[src/rtl/systolic_feeder.sv]
// Transmit side of the systolic array edge buses: frames tiles, applies the
// diagonal lane skew (lane k delayed k cycles) and drains the skew tail.
module systolic_feeder #(
  parameter int unsigned ARR_SIZE      = 4,
  parameter int unsigned VERTICAL_BW   = 32,
  parameter int unsigned HORIZONTAL_BW = 16
) (
  input  logic                              clk,
  input  logic                              rst,
  input  logic                              i_mode,
  input  logic                              s_valid,
  output logic                              s_ready,
  input  logic                              s_last,
  input  logic [HORIZONTAL_BW*ARR_SIZE-1:0] s_h_data,
  input  logic [VERTICAL_BW*ARR_SIZE-1:0]   s_v_data,
  output logic [HORIZONTAL_BW*ARR_SIZE-1:0] horizontal_input,
  output logic [VERTICAL_BW*ARR_SIZE-1:0]   vertical_input,
  output logic [ARR_SIZE-1:0]               o_lane_valid,
  output logic                              o_mode,
  output logic                              o_busy,
  output logic                              o_tile_done
);

  localparam int unsigned CW = $clog2(ARR_SIZE);
  localparam logic [CW-1:0] CNT_LAST = CW'(ARR_SIZE - 1);

  typedef enum logic [1:0] {IDLE, STREAM, DRAIN} state_e;

  state_e          state_q, state_d;
  logic [CW-1:0]   cnt_q, cnt_d;
  logic            mode_q, mode_d;
  logic            accept;

  assign s_ready = (state_q != DRAIN);
  assign accept  = s_valid && s_ready;

  always_comb begin
    state_d = state_q;
    cnt_d   = cnt_q;
    mode_d  = mode_q;
    unique case (state_q)
      IDLE: begin
        if (accept) begin
          mode_d  = i_mode;
          cnt_d   = '0;
          state_d = s_last ? DRAIN : STREAM;
        end
      end
      STREAM: begin
        if (accept && s_last) begin
          cnt_d   = '0;
          state_d = DRAIN;
        end
      end
      DRAIN: begin
        if (cnt_q == CNT_LAST) begin
          cnt_d   = '0;
          state_d = IDLE;
        end else begin
          cnt_d = cnt_q + CW'(1);
        end
      end
      default: state_d = IDLE;
    endcase
  end

  always_ff @(posedge clk) begin
    if (!rst) begin
      state_q <= IDLE;
      cnt_q   <= '0;
      mode_q  <= 1'b0;
    end else begin
      state_q <= state_d;
      cnt_q   <= cnt_d;
      mode_q  <= mode_d;
    end
  end

  assign o_mode      = mode_q;
  assign o_busy      = (state_q != IDLE);
  assign o_tile_done = (state_q == DRAIN) && (cnt_q == CNT_LAST);

  // Each lane is a packed shift register: stage 0 in the LSBs, the output
  // stage (stage k) in the MSBs.
  for (genvar k = 0; k < ARR_SIZE; k++) begin : g_lane
    localparam int unsigned HW = (k + 1) * HORIZONTAL_BW;
    localparam int unsigned VW = (k + 1) * VERTICAL_BW;

    logic [HW-1:0]            h_q, h_d;
    logic [VW-1:0]            v_q, v_d;
    logic [k:0]               vld_q, vld_d;
    logic [HORIZONTAL_BW-1:0] h_in;
    logic [VERTICAL_BW-1:0]   v_in;

    always_comb begin
      h_in = '0;
      v_in = '0;
      if (accept) begin
        h_in = s_h_data[k*HORIZONTAL_BW +: HORIZONTAL_BW];
        v_in = s_v_data[k*VERTICAL_BW +: VERTICAL_BW];
      end
    end

    if (k == 0) begin : g_head
      always_comb begin
        h_d   = h_in;
        v_d   = v_in;
        vld_d = accept;
      end
    end else begin : g_tail
      always_comb begin
        h_d   = {h_q[HW-HORIZONTAL_BW-1:0], h_in};
        v_d   = {v_q[VW-VERTICAL_BW-1:0], v_in};
        vld_d = {vld_q[k-1:0], accept};
      end
    end

    always_ff @(posedge clk) begin
      if (!rst) begin
        h_q   <= '0;
        v_q   <= '0;
        vld_q <= '0;
      end else begin
        h_q   <= h_d;
        v_q   <= v_d;
        vld_q <= vld_d;
      end
    end

    assign horizontal_input[k*HORIZONTAL_BW +: HORIZONTAL_BW] = h_q[HW-1 -: HORIZONTAL_BW];
    assign vertical_input[k*VERTICAL_BW +: VERTICAL_BW]       = v_q[VW-1 -: VERTICAL_BW];
    assign o_lane_valid[k]                                    = vld_q[k];
  end

endmodule

[config.mk]
export PLATFORM = sky130hd
export DESIGN_NAME = systolic_feeder
export DESIGN_NICKNAME = d
export VERILOG_FILES = /design/src/rtl/systolic_feeder.sv
export SDC_FILE = /design/constraint.sdc
export NUM_CORES = 1
export LEC_CHECK = 0
export CORE_MARGIN = 1.5
export CORE_UTILIZATION = 28
export CTS_BUF_LIST = sky130_fd_sc_hd__clkbuf_4 sky130_fd_sc_hd__clkbuf_8 sky130_fd_sc_hd__clkbuf_16
export DETAILED_ROUTE_END_ITERATION = 10
export HOLD_SLACK_MARGIN = 0.02
export SYNTH_ARGS = -nofsm -noshare
export SYNTH_HDL_FRONTEND = slang
export SYNTH_SLANG_ARGS = --single-unit
[constraint.sdc]
create_clock -name clk -period 2.6 [get_ports clk]
set_clock_uncertainty 0.1 [all_clocks]
set_input_delay 0.26 -clock clk [delete_from_list [all_inputs] [get_ports clk]]
set_output_delay 0.26 -clock clk [all_outputs]
set_load 0.005 [all_outputs]
==> flow_metrics.env, run 1 <==
export IMPL_rows=82
export IMPL_grt_pass1_wl_um=43010
export IMPL_drc=0
export IMPL_slowest_stage="clkdlybuf4s50_1"
export IMPL_relSlewSlack=0.5931
export IMPL_grt_use_total=0.1042
export IMPL_synth_top_cell_area_share=0.6844
export IMPL_wl_um=27630
export IMPL_area_growth_pct=37.60
export IMPL_fmax_mhz=456.1
export IMPL_synth_top_family_by_area="simple AND/OR/NAND/NOR gates"
export IMPL_worst_setup_path_type="reg2out"
export IMPL_postCtsSetupRepairBufs=0
export IMPL_synth_simple_gate_area_share=0.2179
export IMPL_cp_cell_sequence="ha_1 > inv_1 > nor2_1 > clkdlybuf4s50_1"
export IMPL_setup_tns_ns=0
export IMPL_drive_above_1_share=0.06779
export IMPL_vdd_ir_drop_worst_v=0.0005268
export IMPL_antenna_cells=0
export IMPL_netlist_instances=1195
export IMPL_grt_pass1_vias=7775
export IMPL_synth_xor_area_share=0
export IMPL_netSwitchingFraction=0.1979
export IMPL_hold_path_class="in2reg"
export IMPL_ys_seq_elements=489
export IMPL_cts_tree="done"
export IMPL_final_cells=2162
export IMPL_synthArstFlopShare=0
export IMPL_clk_latency_ns=0.57
export IMPL_wl_met3_um=2605
export IMPL_combPwrFrac=0.045
export IMPL_via_count=7924
export IMPL_regToRegSetupSlack_ns=0.86
export IMPL_fp_dieW_um=229.0
export IMPL_grt_overflow=0
export IMPL_synth_ff_type="dfxtp_1"
export IMPL_endpoint_kind="output port"
export IMPL_dr_pass1_iters=4
export IMPL_grt_max_degree=184
export IMPL_clock_sinks=489
export IMPL_synth_compound_area_frac=0.002887
export IMPL_p_seq_frac=0.478
export IMPL_met1_length_um=11090
export IMPL_avgSynthCellArea_um2=11.97
export IMPL_die_h_um=229.0
export IMPL_required_ns=2.24
export IMPL_ctsLongestPathBuffers=3
export IMPL_viasPerCell=3.665
export IMPL_io_pins=397
export IMPL_nFillCells=4866
export IMPL_top_layer_used="met5"
export IMPL_cp_top_family="buffers and inverters"
export IMPL_yosys_area_top_type="dfxtp_1"
export IMPL_synth_top_cells_by_count="dfxtp_1 (489), and2_1 (484), buf_4 (145)"
export IMPL_hold_buffers=1
export IMPL_arrival_ns=1.83
export IMPL_setup_violations=0
export IMPL_synth_most_common_cell="dfxtp_1"
export IMPL_root_buffer="clkbuf_16"
export IMPL_core_area_um2=50270
export IMPL_synthesis_nets=1393
export IMPL_drt_iter0_drc=196
export IMPL_cts_buffers=51
export IMPL_hold_viol_final=0
export IMPL_status="complete, no violations"
export IMPL_place_hpwl_um=18600
export IMPL_synth_edf_count=0
export IMPL_ys_warn_count=0
export IMPL_yosys_area_share_adder=0.0008747
export IMPL_powerDensity_nw_per_um2=826.2
export IMPL_leakage_nw=7.846
export IMPL_die_area_um2=52450
export IMPL_period_share=0.8432
export IMPL_wl_met2_um=13100
export IMPL_fin_crit_ns=2.192
export IMPL_htree_levels=2
export IMPL_critPathMaxStageDelay_ns=0.54
export IMPL_wl_per_cell_um=12.78
export IMPL_nNetsFinal=1648
export IMPL_path_buf_inv=2
export IMPL_path_clk_slew_ns=0.06
export IMPL_rsz0062_at_grt="no"
export IMPL_place_inst=2068
export IMPL_io_buffers=396
export IMPL_initial_core_util=0.2845
export IMPL_place_ws_ns=0.6467
export IMPL_postRouteAntennaNets=0
export IMPL_ys_seq_area_frac=0.6844
export IMPL_critPathLaunchType="flip-flop"
export IMPL_p_int_mw=13.04
export IMPL_synth_cell_area_um2=14300
export IMPL_drv_cap=0
export IMPL_worstMarginPinSlew_ns=0.6104
export IMPL_cp_max_fo=4
export IMPL_ys_top_cells_by_area="dfxtp_1 (68%), and2_1 (21%), buf_4 (7.6%)"
export IMPL_cts_resized_gates=0
export IMPL_antenna_found_initial=3
export IMPL_hold_ws_ns=0.1403
export IMPL_p_switching_mw=3.218
export IMPL_drv_slew=0
export IMPL_muxShareOfSynthArea=0.0006998
export IMPL_worst_slack_ns=0.4076
export IMPL_p_clk_frac=0.477
export IMPL_synth_cell_type_count=24
export IMPL_gp_congestion=0.7344
[kinds of logic (layout without fill, tap and decap cells)]
kind of cell | Yosys count | after routing
and+or+nand+nor | 498 | 498
DFF | 489 | 489
buffers and inverters | 200 | 495
AOI/OAI and AO/OA | 6 | 6
adders and majority gates | 1 | 1
muxes | 1 | 1
[power by group through the flow]
stage                     logic (mW)  registers (mW)  clock network [mW]
after floorplan                0.300            7.93                   0
after global placement         0.743            7.94                   0
after detailed placement       0.751            7.94                   0
after CTS                      0.757            7.78                8.02
after global routing           0.808            7.79                8.37
final                          0.735            7.78                7.75
[through the flow]
| step | power [mW] | cell area [um^2] | util |
|---|---|---|---|
| 2_1_floorplan | 8.230 | 14300 | - |
| 3_3_place_gp | 8.681 | 17830 | 0.3548 |
| 3_5_place_dp | 8.695 | 17830 | 0.3548 |
| 4_1_cts | 16.55 | 19680 | 0.3915 |
| 5_1_grt | 16.97 | 19680 | 0.3915 |
| 6_report | 16.26 | 19680 | 0.3915 |
[placed cells by master, fill, tap and decap left out, types with 2 or more instances in the layout]
| master | count |
|---|---|
| dfxtp_1 | 489 |
| and2_1 | 484 |
| clkdlybuf4s50_1 | 395 |
| clkbuf_16 | 53 |
| clkinv_2 | 8 |
| bufinv_16 | 8 |
| clkbuf_4 | 8 |
| clkbuf_8 | 7 |
| clkinvlp_4 | 4 |
| nor2_1 | 3 |
| nand2_1 | 3 |
| inv_6 | 3 |
| nor2b_1 | 2 |
| o22ai_1 | 2 |
| clkinv_4 | 2 |
| buf_12 | 2 |
| buf_4 | 2 |
[flip-flops by register name, indices dropped and copies added, names as in the netlist]
register / cells
cnt_q: 2
g_lane.h_q: 160
g_lane.v_q: 320
g_lane.vld_q: 4
o_mode: 1
state_q: 2
[path summary, 6_finish.rpt]
kind,depth (start not counted),from,endpoint
min reg2reg,1,g_lane[3].h_q[13],g_lane[3].h_q[29]
max,4,cnt_q[0],o_tile_done
max reg2reg,4,state_q[0],g_lane[1].v_q[6]
min,2,s_v_data[18],g_lane[0].v_q[18]
[area by class of cell]
cell class              count  area [um^2]  area share
clock inverters            25        354.1     0.01799
flip-flops and latches    489         9789      0.4974
clock buffers              68         1483     0.07533
repair buffers            401         4030      0.2048
multi-input cells         506         3181      0.1616
well taps                 672        840.8     0.04272
inverters                   1        3.754   0.0001907
[layer usage]
layer  vias up  GRT usage
met2       265     0.1728
met5         -          0
met1      3621     0.1179
li1       3973          -
met3        59    0.04457
met4         6    0.04132
(Power assumes the default switching activity.)
==> run 2, diff against run 1 <==
Clock period 2.6 ns to 1.85 ns, I/O delays scaled along.
==> run 2 against run 1 <==
  * Sequential share of layout area increased by 0.30 points
  * Critical path depth is the same
  * Largest cell class unchanged
  * Final area decreased by 0.53%
  * Via count about the same
  * Highest routed layer unchanged
  * First-iteration DRC count rose by 16%
  * Core utilization down 0.21 points
  * Register-to-register slack lost 0.54 ns
==> flow_metrics.env, run 2 (synthesis gave the netlist of run 1 again) <==
export IMPL_r2r_start="state_q[0]"
export IMPL_cp_max_fo=3
export IMPL_drv_cap=0
export IMPL_grt_max_degree=176
export IMPL_drv_slew=0
export IMPL_cp_top_family="flip-flops"
export IMPL_io_buffers=396
export IMPL_io_pins=397
export IMPL_reg2reg_depth=4
export IMPL_antenna_found_initial=4
export IMPL_whs_path_depth=2
export IMPL_worst_slack_ns=0.09093
export IMPL_final_cells=2159
export IMPL_finalPower_mw=21.96
export IMPL_place_hpwl_um=18810
export IMPL_dr_pass1_iters=4
export IMPL_reg_largest_list="g_lane.v_q x320, g_lane.h_q x160, g_lane.vld_q x4"
export IMPL_grt_pass1_vias=7783
export IMPL_postRouteAntennaNets=0
export IMPL_cp_cell_sequence="ha_4 > inv_1 > nor2_1 > clkdlybuf4s15_2"
export IMPL_final_common_cell="dfxtp_1"
export IMPL_endpoint_kind="output port"
export IMPL_clock_sinks=489
export IMPL_arrival_ns=1.47
export IMPL_relSlewSlack=0.6301
export IMPL_path_clk_slew_ns=0.06
export IMPL_initial_core_util=0.2845
export IMPL_required_ns=1.56
export IMPL_hold_viol_final=0
export IMPL_period_share=0.9509
export IMPL_min_from="s_v_data[6]"
export IMPL_gp_congestion=0.7324
export IMPL_htree_levels=2
export IMPL_wl_per_cell_um=12.77
export IMPL_regToRegSetupSlack_ns=0.32
export IMPL_ctsLongestPathBuffers=3
export IMPL_drc=0
export IMPL_setup_violations=0
export IMPL_powerDensity_nw_per_um2=1122
export IMPL_drt_iter0_drc=228
export IMPL_grt_pass1_wl_um=42520
export IMPL_cts_tree="done"
export IMPL_place_inst=2069
export IMPL_path_buf_inv=2
export IMPL_vdd_ir_drop_worst_v=0.0006188
export IMPL_leakage_nw=7.774
export IMPL_die_h_um=229.0
export IMPL_hold_path_class="in2reg"
export IMPL_hold_ws_ns=0.07698
export IMPL_nNetsFinal=1649
export IMPL_slowest_stage="dfxtp_1"
export IMPL_area_growth_pct=36.87
export IMPL_rows=82
export IMPL_viasPerCell=3.671
export IMPL_drive_above_1_share=0.06797
export IMPL_via_count=7926
export IMPL_fp_dieW_um=229.0
export IMPL_worstMarginPinSlew_ns=0.5549
export IMPL_largest_register="g_lane.v_q"
export IMPL_fin_crit_ns=1.759
export IMPL_postCtsSetupRepairBufs=0
export IMPL_cts_buffers=50
export IMPL_grt_overflow=0
export IMPL_place_ws_ns=0.1334
export IMPL_wl_um=27560
export IMPL_clk_latency_ns=0.57
export IMPL_fmax_mhz=568.5
export IMPL_worst_setup_path_type="reg2out"
export IMPL_layout_common_cells="dfxtp_1 (486), and2_1 (484), clkdlybuf4s50_1 (391)"
export IMPL_min_to="g_lane[0].v_q[6]"
export IMPL_root_buffer="clkbuf_16"
export IMPL_die_area_um2=52450
export IMPL_largest_reg_flops=320
export IMPL_critPathLaunchType="flip-flop"
export IMPL_r2r_end="g_lane[1].v_q[4]"
export IMPL_grt_use_total=0.1028
export IMPL_critPathMaxStageDelay_ns=0.39
export IMPL_core_area_um2=50270
export IMPL_status="complete, no violations"
-- run 2: cell count changes in the layout (fill, tap and decap cells not counted), sizes merged --
| cell | previous run | this run |
|---|---|---|
| buf | 5 | 6 |
| clkinvlp | 4 | 7 |
| dlygate4sd3 | 1 | 2 |
| diode | 0 | 1 |
| clkdlybuf4s15 | 0 | 2 |
| dlygate4sd2 | 0 | 2 |
| clkinv | 10 | 5 |
| clkdlybuf4s50 | 395 | 391 |
| clkbuf | 68 | 69 |
| bufinv | 8 | 4 |
| inv | 4 | 3 |
-- run 2: stage by stage --
stage	instance area, um^2	utilization	setup TNS [ns]
after floorplan	14300	-	0
after global placement	17880	0.3557	0
after detailed placement	17880	0.3557	0
after CTS	19570	0.3892	0
after global routing	19580	0.3894	-0.01397
final	19580	0.3894	0
-- run 2: power breakdown --
| part | leakage [nW] | total [mW] | switching (mW) | internal (mW) |
|---|---|---|---|---|
| logic | 2.98 | 1.05 | 0.326 | 0.724 |
| clock network | 0.810 | 9.98 | 3.97 | 6.01 |
| registers | 3.98 | 10.9 | 0.0771 | 10.9 |
-- run 2: worst max-delay path by stage --
stage | startpoint | endpoint | slack (ns) | depth (start not counted)
finish | cnt_q[1] | o_tile_done | 0.09 | 4
global route | cnt_q[1] | o_tile_done | -0.01 | 4
CTS | cnt_q[0] | o_tile_done | 0.01 | 4
detailed placement | s_valid | g_lane[1].v_q[7] | 0.13 | 4
global placement | s_valid | g_lane[1].h_q[15] | 0.18 | 4
floorplan | state_q[1] | g_lane[0].h_q[0] | 0.50 | 5
-- run 2: cell type report --
| cell class | instances | area (um^2) |
|---|---|---|
| diodes | 1 | 2.502 |
| clock buffers | 69 | 1443 |
| clock inverters | 18 | 215.2 |
| fillers | 4850 | 30700 |
| inverters | 1 | 3.754 |
| multi-input cells | 506 | 3193 |
| flip-flops and latches | 489 | 9796 |
| well taps | 672 | 840.8 |
| repair buffers | 403 | 4084 |
-- run 2: what timing repair did --
action / 4_1_cts / 5_1_grt
pin swaps: 0 / 0
endpoints found under the hold margin: 2 / 0
setup endpoints to repair: 4 / 1
gates resized for setup: 12 / 1
hold buffers: 2 / 0
-- run 2: routing by layer --
layer	GRT usage	part of all wire
met4	0.04461	0.032
met1	0.1138	0.40
met3	0.04345	0.087
met2	0.1721	0.48
met5	0	0.0017
